`config.mk`:
```
export PLATFORM = sky130hd
export DESIGN_NAME = freq_mode_detector_flat
export DESIGN_NICKNAME = d
export VERILOG_FILES = /design/src/rtl/freq_mode_detector_if.sv /design/src/rtl/freq_mode_detector.sv /design/src/flat_wrapper.sv
export SDC_FILE = /design/constraint.sdc
export NUM_CORES = 1
export LEC_CHECK = 0
export CORE_MARGIN = 2
export CORE_UTILIZATION = 54
export CTS_CLUSTER_SIZE = 28
export DETAILED_ROUTE_END_ITERATION = 10
export DONT_BUFFER_PORTS = 1
export PLACE_DENSITY = 0.71
export SLEW_MARGIN = 20
export SYNTH_ARGS = -nofsm -noshare
export SYNTH_HDL_FRONTEND = slang
export SYNTH_SLANG_ARGS = --single-unit
```
`constraint.sdc`:
```
create_clock -name cin -period 3.2 [get_ports cin]
set_input_delay 0.48 -clock cin [delete_from_list [all_inputs] [get_ports cin]]
set_output_delay 0.48 -clock cin [all_outputs]
set_load 0.005 [all_outputs]
```
`src/rtl/freq_mode_detector_if.sv`:
```
// Signal bundle for freq_mode_detector: measured input plus recovered mode/status.
// The slave modport is the detector; the master modport is whoever drives sig_in and consumes results.
interface freq_mode_detector_if #(
  parameter int unsigned CNT_W = 32
);
  logic             sig_in;
  logic             fm_out;
  logic             valid;
  logic [CNT_W-1:0] period;
  logic             meas_done;
  logic             lost;

  modport master (
    output sig_in,
    input  fm_out, valid, period, meas_done, lost
  );

  modport slave (
    input  sig_in,
    output fm_out, valid, period, meas_done, lost
  );
endinterface

```
`src/rtl/freq_mode_detector.sv`:
```
// Measures the period of a slow divided clock, classifies it as FM=0/FM=1 and locks after LOCK_CNT agreeing periods.
// Optional DEGLITCH_EN: 3-flop majority filter that suppresses single-cycle pulses/gaps before edge detection.
module freq_mode_detector #(
  parameter int unsigned PERIOD0  = 12500000,
  parameter int unsigned PERIOD1  = 50000000,
  parameter int unsigned TOL      = 1250000,
  parameter int unsigned LOCK_CNT = 2,
  parameter int unsigned CNT_W    = 32
) (
  input  logic                 cin,
  input  logic                 rst_n,
  freq_mode_detector_if.slave  bus
);

  localparam logic [CNT_W-1:0] TMO  = CNT_W'(PERIOD1 + 2 * TOL);
  localparam logic [CNT_W-1:0] LO0  = CNT_W'(PERIOD0 - TOL);
  localparam logic [CNT_W-1:0] HI0  = CNT_W'(PERIOD0 + TOL);
  localparam logic [CNT_W-1:0] LO1  = CNT_W'(PERIOD1 - TOL);
  localparam logic [CNT_W-1:0] HI1  = CNT_W'(PERIOD1 + TOL);
  localparam logic [3:0]       LOCK = 4'(LOCK_CNT);

  typedef enum logic [1:0] {IDLE, MEASURE, LOCKED} state_t;

  state_t           r_state, w_state_nx;
  logic             r_sync1, r_sync2, r_sig_d;
  logic             w_level, w_rise;
  logic [CNT_W-1:0] r_cnt, w_cnt_nx;
  logic [3:0]       r_match, w_match_nx, w_match_inc;
  logic             r_cls, w_cls_nx;
  logic             r_fm, w_fm_nx;
  logic             r_valid, w_valid_nx;
  logic [CNT_W-1:0] r_period, w_period_nx;
  logic             r_meas, w_meas_nx;
  logic             r_lost, w_lost_nx;
  logic             w_in0, w_in1;

`ifdef DEGLITCH_EN
  logic [1:0] r_dg;
  logic       r_filt;

  // Majority of three consecutive samples, registered: single-cycle pulses never win the vote.
  always_ff @(posedge cin or negedge rst_n) begin
    if (!rst_n) begin
      r_dg   <= '0;
      r_filt <= 1'b0;
    end else begin
      r_dg   <= {r_dg[0], r_sync2};
      r_filt <= (r_sync2 & r_dg[0]) | (r_sync2 & r_dg[1]) | (r_dg[0] & r_dg[1]);
    end
  end

  assign w_level = r_filt;
`else
  assign w_level = r_sync2;
`endif

  assign w_rise = w_level & ~r_sig_d;
  assign w_in0  = (r_cnt >= LO0) && (r_cnt <= HI0);
  assign w_in1  = (r_cnt >= LO1) && (r_cnt <= HI1);

  // A fresh run starts at 1 whenever no run is pending or the class changed.
  assign w_match_inc = ((r_match == 4'd0) || (w_in1 != r_cls)) ? 4'd1 :
                       (r_match >= LOCK) ? LOCK : r_match + 4'd1;

  always_ff @(posedge cin or negedge rst_n) begin
    if (!rst_n) begin
      r_sync1  <= 1'b0;
      r_sync2  <= 1'b0;
      r_sig_d  <= 1'b0;
      r_state  <= IDLE;
      r_cnt    <= '0;
      r_match  <= '0;
      r_cls    <= 1'b0;
      r_fm     <= 1'b0;
      r_valid  <= 1'b0;
      r_period <= '0;
      r_meas   <= 1'b0;
      r_lost   <= 1'b0;
    end else begin
      r_sync1  <= bus.sig_in;
      r_sync2  <= r_sync1;
      r_sig_d  <= w_level;
      r_state  <= w_state_nx;
      r_cnt    <= w_cnt_nx;
      r_match  <= w_match_nx;
      r_cls    <= w_cls_nx;
      r_fm     <= w_fm_nx;
      r_valid  <= w_valid_nx;
      r_period <= w_period_nx;
      r_meas   <= w_meas_nx;
      r_lost   <= w_lost_nx;
    end
  end

  always_comb begin
    w_state_nx  = r_state;
    w_match_nx  = r_match;
    w_cls_nx    = r_cls;
    w_fm_nx     = r_fm;
    w_valid_nx  = r_valid;
    w_period_nx = r_period;
    w_meas_nx   = 1'b0;
    w_lost_nx   = 1'b0;

    if (w_rise)
      w_cnt_nx = CNT_W'(1);
    else if (r_cnt != TMO)
      w_cnt_nx = r_cnt + 1'b1;
    else
      w_cnt_nx = r_cnt;

    case (r_state)
      IDLE: begin
        if (w_rise)
          w_state_nx = MEASURE;
      end
      MEASURE, LOCKED: begin
        if (r_cnt == TMO) begin
          // A rise coinciding with timeout restarts measurement without capturing a period.
          w_lost_nx  = 1'b1;
          w_valid_nx = 1'b0;
          w_match_nx = '0;
          w_state_nx = w_rise ? MEASURE : IDLE;
        end else if (w_rise) begin
          w_meas_nx   = 1'b1;
          w_period_nx = r_cnt;
          if (!(w_in0 || w_in1)) begin
            w_match_nx = '0;
            w_valid_nx = 1'b0;
            w_state_nx = MEASURE;
          end else if (r_state == LOCKED) begin
            if (w_in1 != r_cls) begin
              w_valid_nx = 1'b0;
              w_match_nx = 4'd1;
              w_cls_nx   = w_in1;
              w_state_nx = MEASURE;
            end
          end else begin
            w_match_nx = w_match_inc;
            w_cls_nx   = w_in1;
            if (w_match_inc == LOCK) begin
              w_fm_nx    = w_in1;
              w_valid_nx = 1'b1;
              w_state_nx = LOCKED;
            end
          end
        end
      end
      default: w_state_nx = IDLE;
    endcase
  end

  assign bus.fm_out    = r_fm;
  assign bus.valid     = r_valid;
  assign bus.period    = r_period;
  assign bus.meas_done = r_meas;
  assign bus.lost      = r_lost;

endmodule
```
`src/flat_wrapper.sv`:
```
// flat-port wrapper written by rule: the top's interface ports become plain ports
module freq_mode_detector_flat 
#(
  parameter int unsigned PERIOD0  = 12500000,
  parameter int unsigned PERIOD1  = 50000000,
  parameter int unsigned TOL      = 1250000,
  parameter int unsigned LOCK_CNT = 2,
  parameter int unsigned CNT_W    = 32
)
  (cin, rst_n, bus_sig_in, bus_fm_out, bus_valid, bus_period, bus_meas_done, bus_lost);
  freq_mode_detector_if #(.CNT_W(CNT_W)) bus_i ();
  input  logic cin;
  input  logic rst_n;
  input wire logic [$bits(bus_i.sig_in)-1:0] bus_sig_in;
  output wire logic [$bits(bus_i.fm_out)-1:0] bus_fm_out;
  output wire logic [$bits(bus_i.valid)-1:0] bus_valid;
  output wire logic [$bits(bus_i.period)-1:0] bus_period;
  output wire logic [$bits(bus_i.meas_done)-1:0] bus_meas_done;
  output wire logic [$bits(bus_i.lost)-1:0] bus_lost;
  assign bus_i.sig_in = bus_sig_in;
  assign bus_fm_out = bus_i.fm_out;
  assign bus_valid = bus_i.valid;
  assign bus_period = bus_i.period;
  assign bus_meas_done = bus_i.meas_done;
  assign bus_lost = bus_i.lost;
  freq_mode_detector #(.PERIOD0(PERIOD0), .PERIOD1(PERIOD1), .TOL(TOL), .LOCK_CNT(LOCK_CNT), .CNT_W(CNT_W)) u_core (.cin(cin), .rst_n(rst_n), .bus(bus_i));
endmodule
```
* Word level (Yosys, flattened, before mapping) *
Cells that the tools add are included.

word-level totals
  register bits = 78
  output and inout port bits = 36

cells by class
  add/sub/neg operators = 2
  reduce and logical (&&, ||, !) cells = 15
  equal/unequal tests = 13
  magnitude comparators = 5
  bitwise logic cells = 4
  mux-type cells = 31

operators with widths
  cell                                                                 number
  two-way mux 32 bit                                                   2
  adder 32 x 1 -> 32 bit, second input constant                        1
  equality test 32 x 26 -> 1 bit, second input constant                1
  greater-or-equal comparator 32 x 24 -> 1 bit, second input constant  1
  greater-or-equal comparator 32 x 26 -> 1 bit, second input constant  1
  less-or-equal comparator 32 x 24 -> 1 bit, second input constant     1
  less-or-equal comparator 32 x 26 -> 1 bit, second input constant     1
  inequality test 32 x 26 -> 1 bit, second input constant              1
  two-way mux 4 bit                                                    7
  two-way mux 1 bit                                                    14
  two-way mux 2 bit                                                    7
  inequality test 5 x 4 -> 1 bit, second input constant                2
  inequality test 4 x 3 -> 1 bit, second input constant                2
  AND reduction 4 bit                                                  2
  AND reduction 3 bit                                                  2
  AND reduction 6 bit                                                  1
  AND reduction 5 bit                                                  1
  adder 4 x 1 -> 4 bit, second input constant                          1
  equality test 4 x 2 -> 1 bit, second input constant                  1
  greater-or-equal comparator 4 x 2 -> 1 bit, second input constant    1
  logical NOT 4 bit                                                    1
  case mux 2 bit (2 select lines)                                      1
  nonzero test 2 bit                                                   2
  inequality test 3 x 1 -> 1 bit, second input constant                1
  11 further kinds                                                     15

* Longest topological paths before layout *
Gate-level depths: netlist (run 1).

  depth in word-level cells = 12
  mapped depth = 11
  mapped depth without buffers = 10

* Worst setup path before layout (run 1) *
Ideal clock, no wire load.

  path kind = register to register
  start = register u_core.r_cnt[11]
  end = register u_core.r_fm, in the netlist u_core.bus.fm_out
  setup slack = 0.142 ns
  cell stages (with the launch flop) = 10
  data required time = 3.078 ns
  path buffers = 1
  data arrival time = 2.935 ns
  clock period less this slack = 3.058 ns
  cell sequence = dfrtp_1 > buf_6 > or3_4 > or3_4 > or4_4 > a32oi_4 > xnor2_1 > or4b_4 > o31ai_2 > nand2_1

on the way
  cells in the longest elaborated chain, start to end = 7
  elaborated cells between the ends (all ways) = 14
  classes of those cells = order compare: 4; eq/ne: 3; mux: 1; bitwise: 1; reduce/logical: 5

RTL lines
  item                                                                                                       line                       source
  from (decl)                                                                                                freq_mode_detector.sv:27   logic [CNT_W-1:0] r_cnt, w_cnt_nx;
  from (signal assigned)                                                                                     freq_mode_detector.sv:84   r_cnt <= w_cnt_nx;
  greater-or-equal comparator 32 x 26 -> 1 bit or less-or-equal comparator 32 x 26 -> 1 bit (tied branches)  freq_mode_detector.sv:59   assign w_in1 = (r_cnt >= LO1) && (r_cnt <= HI1);
  logical AND 1 bit                                                                                          freq_mode_detector.sv:59
  inequality test 1 bit                                                                                      freq_mode_detector.sv:62   assign w_match_inc = ((r_match == 4'd0) || (w_in1 != r_cls)) ? 4'd1 :
  logical OR 1 bit                                                                                           freq_mode_detector.sv:62
  two-way mux 4 bit                                                                                          freq_mode_detector.sv:62
  equality test 4 x 2 -> 1 bit                                                                               freq_mode_detector.sv:141  if (w_match_inc == LOCK) begin
  AND reduction 6 bit (no source line)                                                                       --
  to (signal assigned)                                                                                       freq_mode_detector.sv:87   r_fm <= w_fm_nx;
  to (decl)                                                                                                  freq_mode_detector.sv:30   logic r_fm, w_fm_nx;

Several ways; a longest one is shown, not always the timed one.
A chain may end at the register's enable or synchronous reset.

* Worst setup path in the final report (run 1) *
Ends and elaborated chain as after synthesis.

==> impl_metrics.csv, run 1 <==
group,metric,value,unit
run_status,status,"complete, but fails checks",
run_status,violations,"hold timing",
detailed_routing,routed_wl,8954,um
yosys,synth-seq-cells,78,
yosys,synth_area_per_cell,8.786,um2
detailed_routing,routedWlPerCell,15.90,um
global_routing,grt_overflow,0,
setup_path,cp.required,3.45,ns
setup_path,crit_path_max_fanout,5,
min_path,min_path_type,"primary input to async pin",
finish,synthToLayoutAreaGrowth,9.266,%
sta,slew_headroom,42.69,%
yosys,yosysWarnings,0,
clock_network,cts-root-buf,"clkbuf_8",
detailed_routing,viasPerCell,5.680,
yosys,syn_nets,469,
clock_network,clock-sinks,78,
detailed_routing,dr.pass1.iters,5,
place,dpl_cell_area,4170,um2
pwr,ir_worst_vdd,0.2631,mV
sta,fmax,324.0,MHz
global_routing,first_global_vias,3233,
floorplanning,rows,31,
detailed_routing,route.detailed.drc,0,
yosys,netlist_area,4024,um2
sta,period_share,96.45,%
finish,nets,470,
clock_network,cts_setup_buffers,0,
detailed_routing,drtIter0Drc,178,
floorplanning,start_util,55.48,%
floorplanning,core,7253,um2
sta,timing.final.crit_period,3.086,ns
floorplanning,die-area,8158,um2
sta,finalHoldViolCount,3,
global_routing,grtUsageTotal,23.14,%
setup_path,critPathArrivalTime,3.34,ns
setup_path,start_kind,"flop",
clock_network,clockBufferDepth,2,
finish,n_fill_cell,646,
yosys,synth_cell_types,53,
finish,fin_area,4397,um2
global_routing,grt_max_degree,79,
sta,rsz0062_at_grt,"false",
detailed_routing,num_vias,3198,
place,gp_congestion,0.9178,
sta,hold_ws,-0.005920,ns
clock_network,numCtsBuffers,9,
clock_network,cts_tree,"done",
floorplanning,die_y,90.32,um
sta,tns,0,ns
floorplanning,die_w,90.32,um
yosys,synth_edf_count,0,
sta,worst_pin_slew,0.8587,ns
place,place_inst,546,
yosys,synthArstFlopShare,100.0,%
sta,maxSlewViolCount,0,
finish,antennaDiodeCount,0,
global_routing,grt_pass1_wl,15100,um
pwr,p_per_area,467.5,nW/um2
setup_path,cp-end-kind,"flop",
sta,finClkSkew,0.01119,ns
place,port_buffers,0,
global_routing,antenna_found_initial,0,
finish,final_layout_size_suffix_gt1_share,10.56,%
pwr,p_leak,2.098,nW
yosys,yosysSeqAreaShare,48.51,%
yosys,synth_flop_cell,"dfrtp_1",
clock_network,worstSkewPairLatency,0.37,ns
yosys,synthCells,458,
job,maxCapViolations,0,
setup_path,critPathKind,"flop to flop",
sta,setup_viol,0,
clock_network,cts_resized,0,
floorplanning,ios,39,
finish,finalNonFillerCells,563,
detailed_routing,ant_nets,0,
clock_network,htree_levels,3,
clock_network,clk_pin_slew_worst_paths,0.09,ns
place,dp_hpwl,6102,um
## cell type report
cell class	instances	area (um2)	area share, %
repair buffers	20	170.2	3.870
flip-flops and latches	78	1952	44.39
multi-input cells	336	1899	43.20
well taps	99	123.9	2.817
clock inverters	6	61.31	1.394
clock buffers	10	137.6	3.130
inverters	14	52.55	1.195
## stage by stage
step           total power, mW  utilization, %  setup slack, ns
2_1_floorplan            1.236               -           0.1420
3_3_place_gp             1.289           57.50           0.1638
3_5_place_dp             1.293           57.50           0.1010
4_1_cts                  2.065           60.62          0.09162
5_1_grt                  2.138           60.62         0.004166
6_report                 2.055           60.62           0.1137
## critical path, cell delays in order (launching register included)
cell and delay (ns):
dfrtp_1 0.39, or3_4 0.39, or3_4 0.35, or4_4 0.56, a32oi_4 0.27, xnor2_1 0.22, or4b_4 0.54, o31ai_2 0.19
nand2_1 0.07
## cell families after synthesis
logic type,after synthesis,synth area share (%)
AND/OR/NAND/NOR,250,29.48
flip-flops,78,48.51
AO/OA/AOI/OAI,48,8.520
buffers and inverters,44,4.353
XOR/XNOR,28,6.094
adder cells (fa/ha/maj),8,2.488
multiplexers,2,0.5597
## layout by cell type (no fill, tap or decap), drive strengths merged, types with 7 or more instances in the layout
cell	count
xnor2	10
dfrtp	78
xor2	18
nor2	49
nand4	8
ha	8
nand2	114
nand3	15
clkbuf	10
buf	20
a21oi	8
inv	14
nor3	13
or3	9
o21ai	15
nor2b	7
## synth_stat cells, types with 2 or more instances
cell type | count | area (um2)
and3_1 | 4 | 25.02
a21o_1 | 3 | 22.52
nor4bb_1 | 2 | 20.02
xnor2_1 | 10 | 87.58
nand4b_1 | 4 | 35.03
o21bai_1 | 2 | 15.01
dfrtp_1 | 78 | 1952
and2_1 | 3 | 18.77
or3_4 | 2 | 22.52
or3_1 | 7 | 43.79
o211a_1 | 2 | 20.02
nand4_1 | 8 | 50.05
a31oi_1 | 3 | 18.77
buf_2 | 2 | 10.01
nor2_1 | 48 | 180.2
and4_1 | 2 | 17.52
nand2b_1 | 2 | 12.51
nand2_1 | 114 | 427.9
o22ai_1 | 2 | 12.51
a211oi_1 | 2 | 15.01
o21ai_0 | 15 | 75.07
or4_1 | 4 | 30.03
mux2_2 | 2 | 22.52
nor3b_1 | 3 | 22.52
clkbuf_1 | 26 | 97.59
nor3_1 | 12 | 60.06
nand3_1 | 15 | 75.07
xor2_1 | 18 | 157.7
inv_1 | 14 | 52.55
a21oi_1 | 8 | 40.04
nor4_1 | 6 | 37.54
nor2b_1 | 7 | 43.79
ha_1 | 8 | 100.1
## state kept, by name, indices dropped and copies added, names as in the netlist
signal                count
u_core.bus.meas_done      1
u_core.bus.period        32
u_core.r_sync2            1
u_core.r_sig_d            1
u_core.bus.valid          1
u_core.r_cls              1
u_core.r_cnt             32
u_core.bus.lost           1
u_core.r_sync1            1
u_core.r_state            2
u_core.r_match            4
u_core.bus.fm_out         1
## power by group
part	switching (mW)	total [mW]	internal, mW
Combinational	0.139	0.204	0.0651
Clock	0.378	0.757	0.379
Sequential	0.0539	1.09	1.04
Total	0.571	2.06	1.48
## what timing repair did
action                                  CTS  global route
endpoints found under the setup margin    0             1
hold endpoints to repair                 78             0
hold buffers                              1             0
## per-layer routing
| metal | routed length, um | GRT usage, % | up-vias |
|---|---|---|---|
| met5 | 0 | 0 | - |
| met4 | 170 | 10.13 | 0 |
| met3 | 506 | 5.426 | 15 |
| met2 | 4306 | 38.66 | 94 |
| met1 | 3970 | 28.82 | 1563 |
| li1 | - | - | 1526 |
## final timing paths
kind / slack [ns] / from / cells after the start / endpoint
max: 0.11 / u_core.r_cnt[11]$_DFFE_PN0P_ / 8 / u_core.bus.fm_out$_DFFE_PN0P_
max reg2reg: 0.11 / u_core.r_cnt[11]$_DFFE_PN0P_ / 8 / u_core.bus.fm_out$_DFFE_PN0P_
min in group cin: 0.14 / bus_sig_in / 0 / u_core.r_sync1$_DFF_PN0_
min: -0.006 / rst_n / 1 / u_core.r_cnt[1]$_DFFE_PN0P_
max in group asynchronous: 2.87 / rst_n / 1 / u_core.r_sync1$_DFF_PN0_
min reg2reg: 0.35 / u_core.r_sync1$_DFF_PN0_ / 0 / u_core.r_sync2$_DFF_PN0_
(Power assumes the default switching activity.)
==> run 2: changes to the inputs <==
- CORE_UTILIZATION: 54 -> 38
- CTS_BUF_LIST: not set -> sky130_fd_sc_hd__clkbuf_4 sky130_fd_sc_hd__clkbuf_8
- PLACE_DENSITY: 0.71 -> 0.53
==> run 2 against run 1 <==
Compared with the run above:
- the run now ends clean
- combinational power down 5%
- largest power group unchanged
- worst setup slack better by 0.053 ns
- sequential share of layout area down 0.39 points
- first-iteration DRC count down 11%
- sequential power about the same
- final area up 0.88%
- critical path type unchanged
- clock power down 8.1%
- clock skew down 0.0018 ns
- critical endpoint unchanged
- global-route usage down 5.7 points
- fmax up 1.7%
- via count down 2.1%
==> impl_metrics.csv, run 2 (synthesis gave the netlist of run 1 again) <==
group,metric,value,unit
detailed_routing,routedWlPerCell,15.24,um
global_routing,antenna_found_initial,1,
sta,setup_viol,0,
detailed_routing,routed_wl,9142,um
sta,timing.final.crit_period,3.034,ns
job,maxCapViolations,0,
floorplanning,core,10320,um2
sta,slew_headroom,36.81,%
sta,worst_pin_slew,0.9468,ns
sta,tns,0,ns
min_path,min_path_type,"primary input to async pin",
floorplanning,ios,39,
place,port_buffers,0,
finish,nets,471,
clock_network,cts-root-buf,"clkbuf_8",
floorplanning,rows,37,
sta,fmax,329.6,MHz
detailed_routing,ant_nets,0,
floorplanning,die_w,106.9,um
setup_path,critPathKind,"flop to flop",
finish,final_common_cell,"nand2_1",
pwr,ir_worst_vdd,0.1861,mV
clock_network,numCtsBuffers,9,
sta,finClkSkew,0.009423,ns
clock_network,worstSkewPairLatency,0.35,ns
clock_network,clockBufferDepth,2,
sta,period_share,94.80,%
setup_path,crit_path_max_incr_delay,0.55,ns
floorplanning,die-area,11430,um2
setup_path,worstPathCellList,"or3_4 > or3_4 > or4_4 > a32oi_4 > xnor2_1 > or4b_4 > o31ai_2 > nand2_1",
pwr,p_leak,2.099,nW
pwr,p_per_area,446.7,nW/um2
finish,mostFrequentLayoutCells,"114 x nand2_1, 78 x dfrtp_1, 48 x nor2_1",
detailed_routing,route.detailed.drc,0,
floorplanning,die_y,106.9,um
global_routing,grt_max_degree,79,
place,gp_congestion,0.8269,
sta,rsz0062_at_grt,"false",
clock_network,cts_tree,"done",
detailed_routing,drtIter0Drc,159,
run_status,status,"completed",
floorplanning,start_util,38.98,%
global_routing,grtUsageTotal,17.48,%
global_routing,first_global_vias,3157,
global_routing,grt_overflow,0,
clock_network,clk_pin_slew_worst_paths,0.08,ns
clock_network,cts_setup_buffers,0,
finish,antennaDiodeCount,0,
detailed_routing,viasPerCell,5.218,
sta,finalHoldViolCount,0,
clock_network,clock-sinks,78,
clock_network,cts_resized,0,
setup_path,cp-end-kind,"flop",
setup_path,crit_top_cell,"or3_4",
place,dp_hpwl,6144,um
setup_path,critPathArrivalTime,3.28,ns
finish,synthToLayoutAreaGrowth,10.23,%
setup_path,crit_path_max_fanout,5,
setup_path,cp.required,3.45,ns
finish,finalNonFillerCells,600,
finish,final_layout_size_suffix_gt1_share,10.78,%
detailed_routing,num_vias,3131,
clock_network,htree_levels,3,
setup_path,cp_slowest_cell,"or4_4",
place,place_inst,584,
sta,maxSlewViolCount,0,
setup_path,start_kind,"flop",
global_routing,grt_pass1_wl,15880,um
detailed_routing,dr.pass1.iters,4,
[run 2: cell type report]
cell class,count,area (um2)
clock inverter,1,5.005
multi-input combinational,336,1904
inverter,14,52.55
clock buffer,14,173.9
sequential,78,1952
tap,136,170.2
fill,1032,5888
timing repair buffer,21,177.7
[run 2: where the power goes]
group / internal (mW) / switching [mW]
Combinational: 0.0654 / 0.128
Clock: 0.346 / 0.350
Sequential: 1.04 / 0.0518
[run 2: metal layers]
layer | GRT usage [%] | wire (um) | share of wire (%)
met5 | 0 | 0 | 0
met4 | 5.195 | 83 | 0.91
met3 | 5.228 | 391 | 4.3
met2 | 27.48 | 4320 | 47
met1 | 23.30 | 4346 | 48
[run 2: stage by stage]
step | area, um2 | hold WS [ns] | total power, mW | utilization (%) | setup slack [ns]
global route | 4436 | 0.01566 | 2.092 | 42.96 | 0.03162
floorplan | 4024 | 0.1844 | 1.236 | - | 0.1420
CTS | 4436 | 0.02934 | 2.017 | 42.96 | 0.1182
finish | 4436 | 0.02221 | 1.981 | 42.96 | 0.1664
global placement | 4229 | 0.1865 | 1.281 | 40.96 | 0.1421
detailed placement | 4229 | 0.1870 | 1.288 | 40.96 | 0.1297
[run 2: worst paths after layout]
check | from | endpoint | slack [ns] | depth (start not counted)
min in group cin | bus_sig_in | u_core.r_sync1$_DFF_PN0_ | 0.15 | 0
worst max register to register | u_core.r_cnt[11]$_DFFE_PN0P_ | u_core.bus.fm_out$_DFFE_PN0P_ | 0.17 | 8
worst min-delay path | rst_n | u_core.r_cnt[7]$_DFFE_PN0P_ | 0.02 | 1
max in group asynchronous | rst_n | u_core.r_cnt[16]$_DFFE_PN0P_ | 2.86 | 1
worst max-delay path | u_core.r_cnt[11]$_DFFE_PN0P_ | u_core.bus.fm_out$_DFFE_PN0P_ | 0.17 | 8
worst min register to register | u_core.r_sync1$_DFF_PN0_ | u_core.r_sync2$_DFF_PN0_ | 0.36 | 0
[run 2: critical path, delay by kind of cell (launching register included)]
family / cells / cell delay [ns]
DFF: 1 / 0.38
and+or+nand+nor: 5 / 1.88
xor gates and xnor gates: 1 / 0.21
AOI/OAI and AO/OA: 2 / 0.46
[run 2: what timing repair did]
action / 4_1_cts / 5_1_grt
hold buffers: 1 / 0
setup endpoints to repair: 0 / 1
hold endpoints to repair: 78 / 0
==> run 3: changes to the inputs <==
- CTS_CLUSTER_DIAMETER: not set -> 80
- SLEW_MARGIN: 20 -> not set
==> results of run 3 <==
No change in the layout: final DEF, timing and power equal those of run 2.
